===== config.mk =====
export PLATFORM = sky130hd
export DESIGN_NAME = uart_phy_flat
export DESIGN_NICKNAME = d
export VERILOG_FILES = /design/src/rtl/uart_phy_pkg.sv /design/src/rtl/uart_phy_if.sv /design/src/rtl/uart_phy_tx.sv /design/src/rtl/uart_phy.sv /design/src/flat_wrapper.sv
export SDC_FILE = /design/constraint.sdc
export NUM_CORES = 1
export LEC_CHECK = 0
export BUFFER_PORTS_ARGS = -buffer_cell sky130_fd_sc_hd__buf_2
export CAP_MARGIN = 10
export CELL_PAD_IN_SITES_DETAIL_PLACEMENT = 2
export CELL_PAD_IN_SITES_GLOBAL_PLACEMENT = 2
export CORE_MARGIN = 2
export CORE_UTILIZATION = 25
export DETAILED_ROUTE_END_ITERATION = 10
export GPL_ROUTABILITY_DRIVEN = 0
export GPL_TIMING_DRIVEN = 0
export PLACE_DENSITY_LB_ADDON = 0.1
export SLEW_MARGIN = 40
export SYNTH_ARGS = -nofsm -noshare
export SYNTH_HDL_FRONTEND = slang
export SYNTH_SLANG_ARGS = --single-unit

===== constraint.sdc =====
create_clock -name iClk -period 1.84 [get_ports iClk]
set_input_delay 0.368 -clock iClk [delete_from_list [all_inputs] [get_ports iClk]]
set_output_delay 0.368 -clock iClk [all_outputs]
set_load 0.01 [all_outputs]

===== src/rtl/uart_phy_pkg.sv =====
// Shared frame constants and FSM state encodings for the UART serial-line PHY.
package uart_defs;
  localparam int DATA_BITS = 8;
  localparam int BIT_W     = $clog2(DATA_BITS);
  localparam logic START_LVL = 1'b0;
  localparam logic STOP_LVL  = 1'b1;

  typedef enum logic [1:0] {TX_IDLE, TX_START, TX_DATA, TX_STOP} tx_state_e;
  typedef enum logic [2:0] {RX_IDLE, RX_START, RX_DATA, RX_STOP, RX_WAIT_HIGH} rx_state_e;
endpackage


===== src/rtl/uart_phy_if.sv =====
// 8250-side strobes plus the board TX/RX pins; master = 8250/board side, slave = PHY.
interface uart_phy_if;
  import uart_defs::*;

  logic [DATA_BITS-1:0] iTxData;
  logic                 iTx;
  logic                 oTxReady;
  logic                 oSerTx;
  logic                 iSerRx;
  logic [DATA_BITS-1:0] oRxData;
  logic                 oRx;
  logic                 iRxReady;
  logic                 iRxTaken;
  logic                 oFrameErr;
  logic                 oOverrun;

  modport master (
    output iTxData, iTx, iSerRx, iRxReady, iRxTaken,
    input  oTxReady, oSerTx, oRxData, oRx, oFrameErr, oOverrun
  );

  modport slave (
    input  iTxData, iTx, iSerRx, iRxReady, iRxTaken,
    output oTxReady, oSerTx, oRxData, oRx, oFrameErr, oOverrun
  );
endinterface


===== src/rtl/uart_phy_tx.sv =====
// 8N1 serialiser: byte accepted in IDLE, start bit on the pin next cycle, 10*CLK_DIV cycle frame.
// Strobes arriving while busy (tx_rdy_o low) are dropped.
module uart_phy_tx
  import uart_defs::*;
#(
  parameter int CLK_DIV   = 260,
  parameter int CLK_DIV_W = 16
) (
  input  logic                 clk_i,
  input  logic                 rst_i,
  input  logic [DATA_BITS-1:0] tx_dat_i,
  input  logic                 tx_vld_i,
  output logic                 tx_rdy_o,
  output logic                 ser_tx_o
);
  localparam logic [CLK_DIV_W-1:0] CNT_LAST = CLK_DIV_W'(CLK_DIV - 1);
  localparam logic [BIT_W-1:0]     BIT_LAST = BIT_W'(DATA_BITS - 1);

  tx_state_e            state_q, state_d;
  logic [CLK_DIV_W-1:0] cnt_q, cnt_d;
  logic [DATA_BITS-1:0] shift_q, shift_d;
  logic [BIT_W-1:0]     bit_q, bit_d;

  always_ff @(posedge clk_i) begin
    if (rst_i) begin
      state_q <= TX_IDLE;
      cnt_q   <= '0;
      shift_q <= '0;
      bit_q   <= '0;
    end else begin
      state_q <= state_d;
      cnt_q   <= cnt_d;
      shift_q <= shift_d;
      bit_q   <= bit_d;
    end
  end

  always_comb begin
    state_d  = state_q;
    cnt_d    = cnt_q + CLK_DIV_W'(1);
    shift_d  = shift_q;
    bit_d    = bit_q;
    tx_rdy_o = 1'b0;
    ser_tx_o = STOP_LVL;
    case (state_q)
      TX_IDLE: begin
        tx_rdy_o = 1'b1;
        cnt_d    = '0;
        if (tx_vld_i) begin
          shift_d = tx_dat_i;
          state_d = TX_START;
        end
      end
      TX_START: begin
        ser_tx_o = START_LVL;
        if (cnt_q == CNT_LAST) begin
          cnt_d   = '0;
          bit_d   = '0;
          state_d = TX_DATA;
        end
      end
      TX_DATA: begin
        ser_tx_o = shift_q[0];
        if (cnt_q == CNT_LAST) begin
          cnt_d   = '0;
          shift_d = shift_q >> 1;
          if (bit_q == BIT_LAST) state_d = TX_STOP;
          else                   bit_d   = bit_q + BIT_W'(1);
        end
      end
      TX_STOP: begin
        if (cnt_q == CNT_LAST) begin
          cnt_d   = '0;
          state_d = TX_IDLE;
        end
      end
      default: state_d = TX_IDLE;
    endcase
  end
endmodule


===== src/rtl/uart_phy.sv =====
// UART PHY between the 8250 register model and the pins: TX serialiser plus RX deserialiser
// with a one-byte pending buffer; delivery honours iRxReady, overflow pulses oOverrun.
module uart_phy
  import uart_defs::*;
#(
  parameter int CLK_DIV   = 260,
  parameter int CLK_DIV_W = 16
) (
  input  logic      iClk,
  input  logic      iRst,
  uart_phy_if.slave bus
);
  localparam logic [CLK_DIV_W-1:0] CNT_LAST = CLK_DIV_W'(CLK_DIV - 1);
  localparam logic [CLK_DIV_W-1:0] CNT_HALF = CLK_DIV_W'(CLK_DIV / 2);
  localparam logic [BIT_W-1:0]     BIT_LAST = BIT_W'(DATA_BITS - 1);

  uart_phy_tx #(.CLK_DIV(CLK_DIV), .CLK_DIV_W(CLK_DIV_W)) u_tx (
    .clk_i    (iClk),
    .rst_i    (iRst),
    .tx_dat_i (bus.iTxData),
    .tx_vld_i (bus.iTx),
    .tx_rdy_o (bus.oTxReady),
    .ser_tx_o (bus.oSerTx)
  );

  logic unused_rx_taken;
  assign unused_rx_taken = bus.iRxTaken;

  logic [1:0]           sync_q;
  logic                 rx_prev_q;
  logic                 rx_s;
  rx_state_e            rx_state_q, rx_state_d;
  logic [CLK_DIV_W-1:0] rx_cnt_q, rx_cnt_d;
  logic [DATA_BITS-1:0] rx_sh_q, rx_sh_d;
  logic [BIT_W-1:0]     rx_bit_q, rx_bit_d;
  logic                 byte_done, frame_err;
  logic                 rx_vld_q, rx_vld_d;
  logic [DATA_BITS-1:0] rx_dat_q, rx_dat_d;
  logic                 pend_vld_q, pend_vld_d;
  logic [DATA_BITS-1:0] pend_dat_q, pend_dat_d;
  logic                 ferr_q, ovr_q, ovr_d;
  logic                 can_send;

  assign rx_s = sync_q[1];

  always_ff @(posedge iClk) begin
    if (iRst) begin
      sync_q     <= 2'b11;
      rx_prev_q  <= 1'b1;
      rx_state_q <= RX_IDLE;
      rx_cnt_q   <= '0;
      rx_sh_q    <= '0;
      rx_bit_q   <= '0;
      rx_vld_q   <= 1'b0;
      rx_dat_q   <= '0;
      pend_vld_q <= 1'b0;
      pend_dat_q <= '0;
      ferr_q     <= 1'b0;
      ovr_q      <= 1'b0;
    end else begin
      sync_q     <= {sync_q[0], bus.iSerRx};
      rx_prev_q  <= rx_s;
      rx_state_q <= rx_state_d;
      rx_cnt_q   <= rx_cnt_d;
      rx_sh_q    <= rx_sh_d;
      rx_bit_q   <= rx_bit_d;
      rx_vld_q   <= rx_vld_d;
      rx_dat_q   <= rx_dat_d;
      pend_vld_q <= pend_vld_d;
      pend_dat_q <= pend_dat_d;
      ferr_q     <= frame_err;
      ovr_q      <= ovr_d;
    end
  end

  always_comb begin
    rx_state_d = rx_state_q;
    rx_cnt_d   = rx_cnt_q + CLK_DIV_W'(1);
    rx_sh_d    = rx_sh_q;
    rx_bit_d   = rx_bit_q;
    byte_done  = 1'b0;
    frame_err  = 1'b0;
    case (rx_state_q)
      RX_IDLE: begin
        rx_cnt_d = '0;
        if (rx_prev_q && !rx_s) rx_state_d = RX_START;
      end
      RX_START: begin
        if (rx_cnt_q == CNT_HALF) begin
          rx_cnt_d   = '0;
          rx_bit_d   = '0;
          rx_state_d = (rx_s == START_LVL) ? RX_DATA : RX_IDLE;
        end
      end
      RX_DATA: begin
        if (rx_cnt_q == CNT_LAST) begin
          rx_cnt_d = '0;
          rx_sh_d  = {rx_s, rx_sh_q[DATA_BITS-1:1]};
          if (rx_bit_q == BIT_LAST) rx_state_d = RX_STOP;
          else                      rx_bit_d   = rx_bit_q + BIT_W'(1);
        end
      end
      RX_STOP: begin
        if (rx_cnt_q == CNT_LAST) begin
          rx_cnt_d = '0;
          if (rx_s == STOP_LVL) begin
            byte_done  = 1'b1;
            rx_state_d = RX_IDLE;
          end else begin
            frame_err  = 1'b1;
            rx_state_d = RX_WAIT_HIGH;
          end
        end
      end
      RX_WAIT_HIGH: begin
        rx_cnt_d = '0;
        if (rx_s) rx_state_d = RX_IDLE;
      end
      default: rx_state_d = RX_IDLE;
    endcase
  end

  // The 8250 lowers its ready one cycle after oRx, so ready is ignored while oRx is high.
  assign can_send = bus.iRxReady && !rx_vld_q;

  always_comb begin
    rx_vld_d   = 1'b0;
    rx_dat_d   = rx_dat_q;
    pend_vld_d = pend_vld_q;
    pend_dat_d = pend_dat_q;
    ovr_d      = 1'b0;
    if (pend_vld_q && can_send) begin
      rx_vld_d   = 1'b1;
      rx_dat_d   = pend_dat_q;
      pend_vld_d = 1'b0;
    end
    if (byte_done) begin
      if (!pend_vld_q && can_send) begin
        rx_vld_d = 1'b1;
        rx_dat_d = rx_sh_q;
      end else if (!pend_vld_d) begin
        pend_vld_d = 1'b1;
        pend_dat_d = rx_sh_q;
      end else begin
        ovr_d = 1'b1;
      end
    end
  end

  assign bus.oRx       = rx_vld_q;
  assign bus.oRxData   = rx_dat_q;
  assign bus.oFrameErr = ferr_q;
  assign bus.oOverrun  = ovr_q;
endmodule


===== src/flat_wrapper.sv =====
// flat-port wrapper written by rule: the top's interface ports become plain ports
module uart_phy_flat import uart_defs::*;
#(
  parameter int CLK_DIV   = 260,
  parameter int CLK_DIV_W = 16
)
  (iClk, iRst, bus_iTxData, bus_iTx, bus_iSerRx, bus_iRxReady, bus_iRxTaken, bus_oTxReady, bus_oSerTx, bus_oRxData, bus_oRx, bus_oFrameErr, bus_oOverrun);
  uart_phy_if bus_i ();
  input  logic iClk;
  input  logic iRst;
  input wire logic [$bits(bus_i.iTxData)-1:0] bus_iTxData;
  input wire logic [$bits(bus_i.iTx)-1:0] bus_iTx;
  input wire logic [$bits(bus_i.iSerRx)-1:0] bus_iSerRx;
  input wire logic [$bits(bus_i.iRxReady)-1:0] bus_iRxReady;
  input wire logic [$bits(bus_i.iRxTaken)-1:0] bus_iRxTaken;
  output wire logic [$bits(bus_i.oTxReady)-1:0] bus_oTxReady;
  output wire logic [$bits(bus_i.oSerTx)-1:0] bus_oSerTx;
  output wire logic [$bits(bus_i.oRxData)-1:0] bus_oRxData;
  output wire logic [$bits(bus_i.oRx)-1:0] bus_oRx;
  output wire logic [$bits(bus_i.oFrameErr)-1:0] bus_oFrameErr;
  output wire logic [$bits(bus_i.oOverrun)-1:0] bus_oOverrun;
  assign bus_i.iTxData = bus_iTxData;
  assign bus_i.iTx = bus_iTx;
  assign bus_i.iSerRx = bus_iSerRx;
  assign bus_i.iRxReady = bus_iRxReady;
  assign bus_i.iRxTaken = bus_iRxTaken;
  assign bus_oTxReady = bus_i.oTxReady;
  assign bus_oSerTx = bus_i.oSerTx;
  assign bus_oRxData = bus_i.oRxData;
  assign bus_oRx = bus_i.oRx;
  assign bus_oFrameErr = bus_i.oFrameErr;
  assign bus_oOverrun = bus_i.oOverrun;
  uart_phy #(.CLK_DIV(CLK_DIV), .CLK_DIV_W(CLK_DIV_W)) u_core (.iClk(iClk), .iRst(iRst), .bus(bus_i));
endmodule

==> qor.csv <==
stage,metric,value,unit
status,status,finished with violations,
status,failing checks,setup timing,
grt,largest net degree at the start of global routing,17,
route,drt first pass iters,4,
timing,Final min period,1871,ps
logic_synthesis,cell area after synthesis,3720,µm²
setup_path,crit-path cells,nor4_4 > buf_4 > nand4_4 > a221o_1 > or3_1 > a21oi_2,
route,DRC Markers,0,
hold_path,min-delay worst type,input port to flip-flop,
floorplanning,Ports,27,
logic_synthesis,ys async rst share,0,
placement,Placed Cells,605,
grt,number of global-route vias before repair,3371,
setup_path,Setup crit end kind,flip-flop,
placement,# port buffers,24,
timing,Setup WS post-layout,-31.34,ps
logic_synthesis,Seq cells post-synth,82,
finish,diode count,0,
logic_synthesis,yosys warns,0,
setup_path,CP bufs+invs,1,
setup_path,WP data required,2120,ps
timing,final slew viol count,0,
finish,non-filler cells in the finished layout,654,
timing,worst-margin pin slew,905.2,ps
grt,total grt overflow,0,
cts,clk buf depth,2,
cts,CTS tree,yes,
logic_synthesis,post-synthesis sequential area ratio,0.4413,
cts,Root Buffer,clkbuf_16,
logic_synthesis,"area leader, netlist",dfxtp_1,
floorplanning,FP Rows,44,
logic_synthesis,Area contributors post-synth,"dfxtp_1 (44%), mux2i_1 (10%), nor2_1 (8.6%)",
cts,clock transition at the registers of the reported paths,70,ps
setup_path,Critical Path Fanout Max,4,
timing,clk_skew,6.465,ps
power_and_ir_drop,Power Density,1025,nW/µm²
route,post-route ant nets,0,
timing,RSZ-0062 raised after global routing,yes,
route,DR vias,3066,
timing,Slew headroom,0.3965,
logic_synthesis,post-synth top area share,0.4413,
logic_synthesis,synthesized netlist net count,426,
route,DRT iter0 DRCs,57,
grt,first-pass GRT wire length,17.32,mm
cts,CTS H-tree lvls,3,
timing,f_max,534.4,MHz
floorplanning,Die ar.,15870,µm²
logic_synthesis,Mapped Cells,397,
timing,setup violators final,7,
finish,layout cells sized above 1,0.3191,
route,via/cell ratio,4.688,
timing,final hold vios,0,
cts,clock sink count,82,
cts,hold buffers post-CTS,0,
route,Avg WL per Cell,15.79,µm
setup_path,CP max stage delay,400,ps
finish,Nets,494,
setup_path,slowest CP cell,a221o_1,
cts,total CTS buffers,9,
floorplanning,core area,14530,µm²
placement,post-DP HPWL,6.738,mm
setup_path,Crit path arrival time,2160,ps
logic_synthesis,most frequent cell after synthesis,nor2_1,
grt,initial antenna violation count,0,
floorplanning,die width,126.0,µm
cts,"Clk Latency, worst-skew pair",350,ps
route,final WL,10.33,mm
run,Max Cap Viol,0,
logic_synthesis,synth unique cells,42,
finish,Layout area overhead,34.51,%
grt,GRT Resource Usage Total,0.1379,
logic_synthesis,top_reg_cell synth,dfxtp_1,
floorplanning,die height,126.0,µm
floorplanning,Initial Utilization,0.2559,
power_and_ir_drop,leakage,1.771,nW
logic_synthesis,mean post-synth cell area,9.370,µm²
logic_synthesis,most instantiated cells after synthesis,"nor2_1 (85), dfxtp_1 (82), mux2i_1 (37)",
timing,period utilization,1.017,
setup_path,CP Class,flip-flop to flip-flop,
setup_path,Top delay family on crit path,simple AND/OR/NAND/NOR gates,
power_and_ir_drop,worst vdd ir,455.1,µV
setup_path,CP Launch Type,flip-flop,
placement,pre-CTS WS,-526.6,ps
logic_synthesis,Post-synth EDFFs,0,
## where the power goes
part	switching, mW	internal, mW
sequential	0.0758	1.89
clock	0.848	0.942
combinational	0.688	0.684
total	1.61	3.52
## cells in the final DEF (no fill, tap or decap), types with 4 or more instances in the layout
cell type / instances
and3_1: 8
buf_2: 24
ha_4: 4
nor2_2: 4
clkbuf_16: 9
nand4_1: 6
dfxtp_2: 12
a21oi_1: 8
a211oi_2: 9
clkbuf_1: 6
xnor2_1: 16
ha_1: 10
buf_6: 8
xor2_1: 12
nor2_1: 80
a211oi_1: 7
mux2i_1: 37
nand2b_1: 4
dfxtp_1: 67
nand3_1: 14
buf_4: 29
nand2_1: 15
nor3_1: 5
inv_1: 10
## final timing paths
kind / endpoint / slack [ps] / from / depth (start not counted)
worst max-delay path: u_core.rx_state_q[0] / -30 / u_core.rx_cnt_q[14] / 6
worst min register to register: u_core.sync_q[1] / 420 / u_core.sync_q[0] / 1
worst max register to register: u_core.rx_state_q[0] / -30 / u_core.rx_cnt_q[14] / 6
worst min-delay path: u_core.sync_q[0] / 220 / bus_iSerRx / 2
## final cells by class
cell class                      count  area, µm²
Sequential cell                    82       1668
Tap cell                          184      230.2
Buffer                             13      98.84
Clock buffer                        9      225.2
Clock inverter                      7      61.31
Timing Repair Buffer               60      429.2
Multi-Input combinational cell    288       2250
Inverter                           11      41.29
Fill cell                        1607       9530
## state kept, by name, indices dropped and copies added, names as in the netlist
signal / count
u_core.rx_cnt_q: 16
u_core.u_tx.state_q: 2
u_core.sync_q: 2
u_core.pend_vld_q: 1
u_core.bus.oFrameErr: 1
u_core.u_tx.bit_q: 3
u_core.bus.oRx: 1
u_core.rx_prev_q: 1
u_core.rx_state_q: 3
u_core.rx_sh_q: 8
u_core.bus.oOverrun: 1
u_core.u_tx.shift_q: 8
u_core.bus.oRxData: 8
u_core.u_tx.cnt_q: 16
u_core.rx_bit_q: 3
u_core.pend_dat_q: 8
## worst reg2reg max path, cell delays in order, from the launching register on
cell and delay (ps):
dfxtp_2 350, nor4_4 300, buf_4 180, nand4_4 140, a221o_1 400, or3_1 330, a21oi_2 110
## layer usage
layer | wire length, µm | vias to the layer above | GRT usage | share of wire
met1 | 4691 | 1536 | 0.1650 | 0.45
met5 | 0 | - | 0 | 0
met4 | 125 | 0 | 0.04072 | 0.012
met3 | 267 | 9 | 0.04121 | 0.026
li1 | - | 1498 | - | -
met2 | 5243 | 23 | 0.2388 | 0.51
## repair_timing
action                                 4_1_cts  5_1_grt
endpoints found under the hold margin        0        0
gates resized for setup                     54       38
pin swaps                                   16       15
buffers inserted                            22       14
setup endpoints to repair                   70       62
## logic make-up (layout without fill, tap and decap cells)
kind of cell,after synthesis,in the layout,synth area share
compound gates,37,37,0.07635
buf+inv,27,100,0.02825
xor+xnor,28,28,0.06593
mux,37,37,0.09956
flops,82,82,0.4413
fa+ha+maj,15,15,0.05045
simple gates,171,171,0.2381
## metrics by stage
step | hold WS [ps] | power, mW | area [µm²] | TNS (ps) | utilization
after CTS | 208.6 | 5.011 | 4735 | -170.9 | 0.3258
after global routing | 206.9 | 5.437 | 5004 | -3136 | 0.3443
after global placement | 404.8 | 2.864 | 4090 | -19280 | 0.2814
final | 218.2 | 5.129 | 5004 | -81.91 | 0.3443
after floorplan | 389.5 | 2.625 | 3740 | -10.69 | -
after detailed placement | 401.8 | 2.893 | 4090 | -20640 | 0.2814
(Power assumes the default switching activity.)
